## config.mk

```make
export PLATFORM = sky130hd
export DESIGN_NAME = mul_sequencer
export DESIGN_NICKNAME = d
export VERILOG_FILES = /design/src/rtl/mul_sequencer_pkg.sv /design/src/rtl/mul_sequencer.sv
export SDC_FILE = /design/constraint.sdc
export NUM_CORES = 1
export LEC_CHECK = 0
export CORE_MARGIN = 4
export CORE_UTILIZATION = 47
export CTS_CLUSTER_DIAMETER = 200
export CTS_CLUSTER_SIZE = 28
export DETAILED_ROUTE_END_ITERATION = 10
export PLACE_DENSITY = 0.89
export SETUP_SLACK_MARGIN = 0.3
export SYNTH_ARGS = -nofsm -noshare
export SYNTH_HDL_FRONTEND = slang
export SYNTH_SLANG_ARGS = --single-unit
```

## constraint.sdc

```tcl
create_clock -name CLK -period 11.8 [get_ports CLK]
set_input_delay 3.54 -clock CLK [delete_from_list [all_inputs] [get_ports CLK]]
set_output_delay 3.54 -clock CLK [all_outputs]
set_load 0.1 [all_outputs]
```

## src/rtl/mul_sequencer_pkg.sv

```systemverilog
// Shared definitions for the multiply sequencer and the datapath ALU:
// ALU control codes and the sequencer state encoding.
package mul_sequencer_pkg;

    localparam logic [3:0] ALU_AND   = 4'b0000;
    localparam logic [3:0] ALU_OR    = 4'b0001;
    localparam logic [3:0] ALU_ADD   = 4'b0010;
    localparam logic [3:0] ALU_MOVZ  = 4'b0011;
    localparam logic [3:0] ALU_SUB   = 4'b0110;
    localparam logic [3:0] ALU_PASSB = 4'b0111;

    typedef enum logic [1:0] {
        ST_IDLE = 2'b00,
        ST_RUN  = 2'b01,
        ST_DONE = 2'b10
    } state_t;

endpackage

```

## src/rtl/mul_sequencer.sv

```systemverilog
// Shift-and-add unsigned multiplier (low WIDTH bits) that borrows the
// shared datapath ALU for one ADD per iteration instead of a multiplier array.
module mul_sequencer
    import mul_sequencer_pkg::*;
#(
    parameter int WIDTH = 64,
    parameter int CNTW  = 7
) (
    input  logic             CLK,
    input  logic             Reset,
    input  logic             Start,
    input  logic [WIDTH-1:0] MulA,
    input  logic [WIDTH-1:0] MulB,
    output logic             Busy,
    output logic             Done,
    output logic [WIDTH-1:0] Product,
    output logic             ALUOwn,
    output logic [3:0]       ALUCtrlOut,
    output logic [WIDTH-1:0] ALUBusA,
    output logic [WIDTH-1:0] ALUBusB,
    input  logic [WIDTH-1:0] ALUBusW
);

    state_t            r_state;
    state_t            w_state_next;
    logic [WIDTH-1:0]  r_m;
    logic [WIDTH-1:0]  r_q;
    logic [WIDTH-1:0]  r_acc;
    logic [WIDTH-1:0]  r_product;
    logic [CNTW-1:0]   r_count;
    logic [WIDTH-1:0]  w_q_shr;
    logic [CNTW-1:0]   w_count_inc;
    logic              w_last;
    logic              w_run;

    assign w_q_shr     = r_q >> 1;
    assign w_count_inc = r_count + CNTW'(1);
    // Stop once no multiplier bits remain or every bit position has been used.
    assign w_last      = (w_q_shr == '0) || (w_count_inc == CNTW'(WIDTH));
    assign w_run       = (r_state == ST_RUN);
    assign Product     = r_product;

    // State register.
    always_ff @(posedge CLK or posedge Reset) begin
        if (Reset) begin
            r_state <= ST_IDLE;
        end else begin
            r_state <= w_state_next;
        end
    end

    // Next-state logic and state-decoded outputs, ALU buses zeroed outside RUN.
    always_comb begin
        w_state_next = r_state;
        Busy         = 1'b0;
        ALUOwn       = 1'b0;
        Done         = 1'b0;
        ALUCtrlOut   = ALU_ADD;
        ALUBusA      = '0;
        ALUBusB      = '0;
        unique case (r_state)
            ST_IDLE: begin
                if (Start) begin
                    w_state_next = (MulB == '0) ? ST_DONE : ST_RUN;
                end
            end
            ST_RUN: begin
                Busy    = 1'b1;
                ALUOwn  = 1'b1;
                ALUBusA = r_acc;
                ALUBusB = r_q[0] ? r_m : '0;
                if (w_last) begin
                    w_state_next = ST_DONE;
                end
            end
            ST_DONE: begin
                Done         = 1'b1;
                w_state_next = ST_IDLE;
            end
            default: begin
                w_state_next = ST_IDLE;
            end
        endcase
    end

    // Operand load, per-iteration shift/accumulate and result capture.
    always_ff @(posedge CLK or posedge Reset) begin
        if (Reset) begin
            r_m       <= '0;
            r_q       <= '0;
            r_acc     <= '0;
            r_count   <= '0;
            r_product <= '0;
        end else if (r_state == ST_IDLE) begin
            if (Start) begin
                r_m     <= MulA;
                r_q     <= MulB;
                r_acc   <= '0;
                r_count <= '0;
                if (MulB == '0) begin
                    r_product <= '0;
                end
            end
        end else if (w_run) begin
            r_acc   <= ALUBusW;
            r_m     <= r_m << 1;
            r_q     <= w_q_shr;
            r_count <= w_count_inc;
            if (w_last) begin
                r_product <= ALUBusW;
            end
        end
    end

endmodule

```

==> results.cfg, run 1 <==
[hold_path]
min_from = r_acc[33]
min_to = r_acc[33]
min_delay_path_depth = 1
hold_path.class = reg -> reg

[setup_path]
path_max_fanout = 115
r2r_start = r_state[0]
r2r_slack_ns = 8.69
worst_ep_required_time_ns = 8.26
cp_data_arrival_time_ns = 4.22
path_class = reg -> out
worstSetupStartpointType = flop
reg2regPathDepth = 5
critPathCaptureType = output pin
r2r_end = r_m[38]

[sta]
timing.final.ws_setup_ns = 4.04
finalSetupViolCount = 0
tightest_slew_ns = 1.10
fin_skew_ns = 0.0230
finalHoldViolCount = 0
finalCritPeriodShare_pct = 65.7
drv_slew = 0
rsz0062_at_grt = false
relSlewSlack_pct = 26.6
fmax_mhz = 129
setup_tns_ns = 0
fin_crit_ns = 7.76
hold-worst-slack_ns = 0.509

[clocking]
cts-htree-levels = 1
cts_tree = built
path_clk_slew_ns = 0.10
post_cts_resized = 0
clkLatencyLatePin_ns = 0.48
clkSinkCount = 265
cts_hold_buf = 0
cts_buffers = 13
postCtsSetupBuffers = 0
cts_buffer_depth = 3
root_buffer = clkbuf_16

[finish]
finalNetCount = 1670
register_area_mm2 = 0.00663
multi_input_area_mm2 = 0.00560
num_antenna_cells = 0
layout_common_cells = clkdlybuf4s50_1, dfrtp_1, nand2_1, o21ai_0, mux2i_1
final_cells = 1808
syn_to_final_growth_pct = 34.7
finish.utilization_pct = 64.7
final_common_cell = clkdlybuf4s50_1
final_layout_size_suffix_gt1_share_pct = 6.52
design_area_mm2 = 0.0170
fillers = 1983

[placed_design]
place_area_mm2 = 0.0167
placed_cells = 1794
place_congestion = 0.924
port-buffer-count = 389
dp_slack_ns = 4.60
hpwl_mm = 25.5

[drt]
dr.first_iter.drc_count = 930
post_drt_wl_per_cell_um = 20.1
drt-vias-per-instance = 5.61
finalWirelength_mm = 36.3
drt_pass1_iterations = 5
drc_errors = 0
ant_nets = 0
vias = 10200

[die]
fp.dieArea_mm2 = 0.0295
die_x_um = 172
core_area_mm2 = 0.0263
fp.dieH_um = 172
rows = 59
io_pins = 394
start_util_pct = 48.0

[run]
maxCapViolations = 0

[global_routing]
grt.total_usage_pct = 23.5
met3_usage_pct = 5.19
grt_pass1_wl_mm = 56.0
first_global_vias = 10200
globalRouteMet1Util_pct = 30.6
gr-max-usage-layer = met2
grt_start_max_net_pins = 138
grt_remaining_overflow = 0
antenna_found_initial = 1
use_met2_pct = 39.7

[yosys]
yosysSeqAreaShare_pct = 52.5
synth_edf_count = 0
synth_area_per_cell_um2 = 10.9
async_reset_ff_share_pct = 100
ys_ff_latch = 265
syn_area_mm2 = 0.0126
synth_flop_cell = dfrtp_1
synthCells = 1159
synth.distinct_cells = 35
yosysWarnings = 0

[outcome]
outcome = complete, no violations

[power]
p_leak_nw = 7.41
vdd_drop_max_mv = 0.197
powerDensity_mw_per_mm2 = 281
power_mw = 4.78
-- how the worst max path moves through the flow --
stage,start,end,slack [ns],depth (start not counted)
2_1_floorplan,Reset,Product[0],0.96,1
3_3_place_gp,r_state[0],ALUBusB[30],4.73,5
3_5_place_dp,r_state[0],ALUBusA[51],4.60,5
4_1_cts,r_state[0],ALUBusA[51],4.07,5
5_1_grt,r_state[0],ALUBusA[20],3.76,5
6_report,r_state[0],ALUBusA[20],4.04,5
-- synth_stat cells, drive strengths merged (3+ instances only) --
cell type / n / share of area, %
a21boi: 64 / 3.8
a22o: 65 / 4.5
and2: 64 / 3.2
and3: 66 / 3.3
buf: 33 / 1.3
clkbuf: 70 / 2.1
dfrtp: 265 / 53
mux2: 64 / 6.3
mux2i: 126 / 10
nand2: 134 / 4.0
nand3: 3 / 0.12
nand4: 9 / 0.45
nor2: 5 / 0.15
nor3: 5 / 0.20
nor4: 33 / 1.8
o21ai: 135 / 5.4
-- registers in the layout, indices dropped and copies added, names as in the netlist --
| register | cells |
|---|---|
| r_state | 2 |
| r_count | 7 |
| r_m | 64 |
| Product | 64 |
| r_q | 64 |
| r_acc | 64 |
-- where the power goes --
| part | leakage [nW] | internal (mW) | switching, mW |
|---|---|---|---|
| clock network | 0.167 | 0.204 | 0.281 |
| registers | 3.26 | 1.25 | 0.272 |
| logic | 3.99 | 0.802 | 1.97 |
| total | 7.41 | 2.26 | 2.52 |
-- kinds of logic (layout without fill, tap and decap cells) --
family	count (synthesis)	after routing	share of synthesized area [%]
DFF	265	265	52.5
other	2	4	0.0595
AOI/OAI and AO/OA	270	270	14.1
and+or+nand+nor	323	323	13.3
xor gates and xnor gates	2	2	0.139
muxes	190	190	16.3
adders and majority gates	1	1	0.0991
buffers and inverters	106	418	3.49
-- critical path, stage by stage, from the launching register on --
cell and delay, ns:
dfrtp_1 0.56, nand2b_1 0.26, inv_4 0.52, buf_4 0.86
and2_1 0.24, clkdlybuf4s50_1 1.15
-- metal layers --
layer / up-vias / part of all wire [%]
li1: 4743 / -
met1: 4946 / 40
met2: 393 / 49
met3: 66 / 7.7
met4: 2 / 3.0
met5: - / 0.030
-- cell type report --
| class | instances | share of cell area (%) |
|---|---|---|
| Sequential cell | 265 | 39.0 |
| Multi-Input combinational cell | 790 | 32.9 |
| Timing Repair Buffer | 401 | 23.5 |
| Tap cell | 335 | 2.46 |
| Clock buffer | 13 | 1.91 |
| Inverter | 3 | 0.125 |
| Clock inverter | 1 | 0.0956 |
Note: power is estimated with default switching activity, not from simulation.
==> run 2, diff against run 1 <==
Settings changed: CORE_UTILIZATION 47 to 43, PLACE_DENSITY 0.89 to 0.86.
Clock period 11.8 ns to 6.3 ns, I/O delays scaled along.
==> run 2 against run 1 <==
Compared with the run above: clock-buffer cell count unchanged; critical path depth unchanged; combinational power up 88%; hold slack worse by 0.0053 ns; global-route usage down 2.2 points; clock skew about the same; routed wire length down 0.60%; setup slack worse by 3.3 ns; clock power up 92%; via count down 0.48%; cell area up 0.63%; total power up 88%; critical endpoint is now ALUBusA[18].
==> results.cfg, run 2 (synthesis gave the netlist of run 1 again) <==
[die]
start_util_pct = 43.8
io_pins = 394
fp.dieH_um = 179
core_area_mm2 = 0.0289
rows = 62
die_x_um = 179
fp.dieArea_mm2 = 0.0322

[setup_path]
cpMaxStageDelayCell = clkdlybuf4s50_1
critPathTopFamily = buffers and inverters
r2r_start = r_state[1]
worst_ep_required_time_ns = 4.41
r2r_slack_ns = 3.53
reg2regPathDepth = 5
cp_data_arrival_time_ns = 3.69
crit_path_max_incr_delay_ns = 1.14
worstSetupStartpointType = flop
crit_buf_inv = 3
r2r_end = Product[32]
critPathCaptureType = output pin
path_class = reg -> out
path_max_fanout = 117
crit_chain = nand2b_1, inv_4, buf_12, and2_1, clkdlybuf4s50_1

[clocking]
cts_hold_buf = 0
cts_buffer_depth = 3
path_clk_slew_ns = 0.11
root_buffer = clkbuf_16
clkSinkCount = 265
cts_buffers = 13
cts-htree-levels = 1
clkLatencyLatePin_ns = 0.48
post_cts_resized = 0
cts_tree = built
postCtsSetupBuffers = 0

[global_routing]
antenna_found_initial = 0
first_global_vias = 10200
grt.total_usage_pct = 21.3
grt_remaining_overflow = 0
grt_pass1_wl_mm = 55.6
grt_start_max_net_pins = 172

[drt]
vias = 10100
drt_pass1_iterations = 5
ant_nets = 0
post_drt_wl_per_cell_um = 19.4
drt-met1-wl_mm = 14.4
finalWirelength_mm = 36.1
drt-vias-per-instance = 5.44
routed.top_layer = met4
drc_errors = 0
dr.first_iter.drc_count = 731
met2_wirelength_mm = 17.8
dr_wl_met3_mm = 2.72

[outcome]
outcome = complete, no violations

[finish]
num_antenna_cells = 0
design_area_mm2 = 0.0171
finalNetCount = 1670
syn_to_final_growth_pct = 35.6
final_layout_size_suffix_gt1_share_pct = 6.52
layout_common_cells = clkdlybuf4s50_1, dfrtp_1, nand2_1, o21ai_0, mux2i_1
final_common_cell = clkdlybuf4s50_1

[sta]
rsz0062_at_grt = false
fin_skew_ns = 0.0229
finalHoldViolCount = 0
finalCritPeriodShare_pct = 88.6
fmax_mhz = 179
fin_crit_ns = 5.58
tightest_slew_ns = 1.11
finalSetupViolCount = 0
drv_slew = 0
timing.final.ws_setup_ns = 0.719
relSlewSlack_pct = 25.5
setup_tns_ns = 0

[power]
seqPwrFrac_pct = 31.6
swShare_pct = 52.7
pwr-share-comb_pct = 58.0
p_int_mw = 4.24
p_leak_nw = 7.42
power_frac_clock_pct = 10.4
powerDensity_mw_per_mm2 = 523
vdd_drop_max_mv = 0.431
switchingPower_mw = 4.72

[hold_path]
min_from = r_acc[1]
min_to = r_acc[1]
min_delay_path_depth = 1
hold_path.class = reg -> reg

[placed_design]
port-buffer-count = 389
dp_slack_ns = 1.28
place_congestion = 0.820
hpwl_mm = 25.2
place_area_mm2 = 0.0168

[run]
maxCapViolations = 0
run 2: changes by cell type in the layout (fill, tap and decap cells not counted), sizes merged:
cell,change
clkinvlp,+1
inv,-1
run 2: area by class of cell:
cell class / count / area [um2]
Tap cell: 384 / 480
Clock inverter: 1 / 16.3
Clock buffer: 13 / 325
Timing Repair Buffer: 401 / 4050
Multi-Input combinational cell: 790 / 5600
Fill cell: 2358 / 11700
Inverter: 3 / 17.5
Sequential cell: 265 / 6630
run 2: power by group through the flow:
stage | sequential [mW] | clock [mW] | combinational, mW
4_1_cts | 2.82 | 0.959 | 5.23
3_5_place_dp | 2.84 | 0 | 5.23
6_report | 2.83 | 0.931 | 5.20
5_1_grt | 2.90 | 1.01 | 5.51
2_1_floorplan | 2.90 | 0 | 3.86
3_3_place_gp | 2.82 | 0 | 5.11
run 2: worst max path at each step:
| stage | start | depth (start not counted) | to | slack, ns |
|---|---|---|---|---|
| after detailed placement | r_state[0] | 5 | ALUBusA[0] | 1.28 |
| after global routing | r_state[0] | 5 | ALUBusA[18] | 0.50 |
| after global placement | r_state[0] | 5 | ALUBusA[23] | 1.38 |
| final | r_state[0] | 5 | ALUBusA[18] | 0.72 |
| after floorplan | Reset | 1 | Product[0] | 0.91 |
| after CTS | r_state[0] | 5 | ALUBusA[22] | 0.73 |
run 2: per-layer routing:
metal | up-vias | global-route usage (%)
met5 | - | 0
met4 | 0 | 6.28
met3 | 72 | 4.99
met2 | 353 | 36.5
met1 | 4944 | 27.0
li1 | 4732 | -
run 2: metrics by stage:
| step | power (mW) | hold slack (ns) | cells | util, % |
|---|---|---|---|---|
| after global routing | 9.43 | 0.520 | 1857 | 59.3 |
| after floorplan | 6.76 | 0.442 | 1161 | - |
| after detailed placement | 8.07 | 0.483 | 1843 | 58.1 |
| final | 8.96 | 0.504 | 1857 | 59.3 |
| after CTS | 9.01 | 0.507 | 1857 | 59.3 |
| after global placement | 7.94 | 0.468 | 1843 | 58.1 |
run 2: worst register-to-register path: stages (launching register included):
cell	delay (ns)
dfrtp_1	0.51
nand2b_1	0.35
inv_4	0.29
o21ai_4	0.23
buf_4	0.76
mux2_2	0.50
==> run 3, diff against run 2 <==
Settings changed: CORE_UTILIZATION 43 to 47, PLACE_DENSITY 0.86 to 0.89.
Clock period 6.3 ns to 5.75 ns, I/O delays scaled along.
==> run 3 against run 2 <==
Compared with the run above: critical path depth is the same; clock skew grew 0.0026 ns; cell count shrank 2.7%; die area shrank 8.1%; register-to-register slack lost 0.55 ns; critical path type unchanged; largest cell class unchanged; combinational power grew 8.3%; critical endpoint is now ALUBusA[2].
==> results.cfg, run 3 (synthesis gave the netlist of run 1 again) <==
[global_routing]
first_global_vias = 10200
antenna_found_initial = 0
grt_remaining_overflow = 0
grt_pass1_wl_mm = 55.3
grt.total_usage_pct = 23.1
grt_start_max_net_pins = 170

[setup_path]
reg2regPathDepth = 5
r2r_start = r_state[1]
cpMaxStageDelayCell = buf_4
critPathCaptureType = output pin
worst_ep_required_time_ns = 4.03
cp_data_arrival_time_ns = 3.49
crit_chain = nand2b_1, inv_4, buf_4, and2_1, buf_4
critPathMostFrequentCell = buf_4
crit_path_max_incr_delay_ns = 0.84
path_max_fanout = 110
path_class = reg -> out
worstSetupStartpointType = flop
crit_buf_inv = 3
critPathTopFamily = buffers and inverters
r2r_slack_ns = 2.98
r2r_end = Product[30]

[drt]
drt_pass1_iterations = 5
post_drt_wl_per_cell_um = 19.7
finalWirelength_mm = 35.6
drt-vias-per-instance = 5.58
drc_errors = 0
vias = 10100
dr.first_iter.drc_count = 798
ant_nets = 0

[hold_path]
min_from = r_m[63]
hold_path.class = reg -> reg
min_delay_path_depth = 2
min_to = r_m[63]

[placed_design]
hpwl_mm = 24.8
place_area_mm2 = 0.0165
place_congestion = 0.894
placed_cells = 1793
port-buffer-count = 389
dp_slack_ns = 1.08

[clocking]
postCtsSetupBuffers = 0
cts_buffer_depth = 3
cts_tree = built
root_buffer = clkbuf_16
post_cts_resized = 0
cts-htree-levels = 1
clkSinkCount = 265
cts_buffers = 13
clkLatencyLatePin_ns = 0.48
cts_hold_buf = 0
path_clk_slew_ns = 0.10

[sta]
fin_crit_ns = 5.22
tightest_slew_ns = 1.09
hold-worst-slack_ns = 0.483
finalHoldViolCount = 0
fmax_mhz = 192
fin_skew_ns = 0.0255
timing.final.ws_setup_ns = 0.534
finalSetupViolCount = 0
setup_tns_ns = 0
finalCritPeriodShare_pct = 90.7
drv_slew = 0
relSlewSlack_pct = 26.9
rsz0062_at_grt = false

[power]
powerDensity_mw_per_mm2 = 576
vdd_drop_max_mv = 0.475
p_leak_nw = 7.53
power_mw = 9.72

[run]
maxCapViolations = 0

[outcome]
outcome = complete, no violations

[finish]
finish.utilization_pct = 64.2
syn_to_final_growth_pct = 33.7
final_common_cell = clkdlybuf4s50_1
final_cells = 1807
final_layout_size_suffix_gt1_share_pct = 10.9
layout_common_cells = clkdlybuf4s50_1, dfrtp_1, nand2_1, o21ai_0, mux2i_1
num_antenna_cells = 0
finalNetCount = 1669
design_area_mm2 = 0.0169

[die]
fp.dieH_um = 172
fp.dieArea_mm2 = 0.0295
die_x_um = 172
rows = 59
io_pins = 394
core_area_mm2 = 0.0263
start_util_pct = 48.0
-- run 3: cell count changes in the layout (fill, tap and decap cells not counted) --
cell,delta
buf_4,+65
clkdlybuf4s50_1,-66
-- run 3: how the worst max path moves through the flow --
| stage | to | from | cells after the start |
|---|---|---|---|
| global route | ALUBusA[2] | r_state[0] | 5 |
| finish | ALUBusA[2] | r_state[0] | 5 |
| global placement | ALUBusA[2] | r_state[0] | 5 |
| detailed placement | ALUBusA[2] | r_state[0] | 5 |
| CTS | ALUBusA[2] | r_state[0] | 5 |
| floorplan | Product[0] | Reset | 1 |
-- run 3: tightest hold or removal path: stages, from the launching register on --
cell,delay (ns)
dfrtp_1,0.35
nand2_1,0.04
o21ai_0,0.06
-- run 3: area by class of cell --
class / instances / area, um2
well taps: 335 / 419
flip-flops and latches: 265 / 6630
clock buffers: 13 / 325
clock inverters: 1 / 16.3
inverters: 3 / 17.5
multi-input cells: 790 / 5600
repair buffers: 400 / 3870
fillers: 1990 / 9400
-- run 3: layer usage --
| layer | global-route usage, % | wire length, um | share of wire, % | vias to the layer above |
|---|---|---|---|---|
| li1 | - | - | - | 4736 |
| met1 | 30.5 | 14400 | 40 | 4888 |
| met2 | 37.9 | 17200 | 48 | 389 |
| met3 | 5.58 | 2870 | 8.0 | 76 |
| met4 | 7.62 | 1230 | 3.5 | 0 |
| met5 | 0 | 0 | 0 | - |
-- run 3: power by group --
part,switching (mW),internal (mW),total (mW)
Combinational,4.04,1.58,5.63
Clock,0.581,0.418,0.999
Sequential,0.528,2.56,3.09
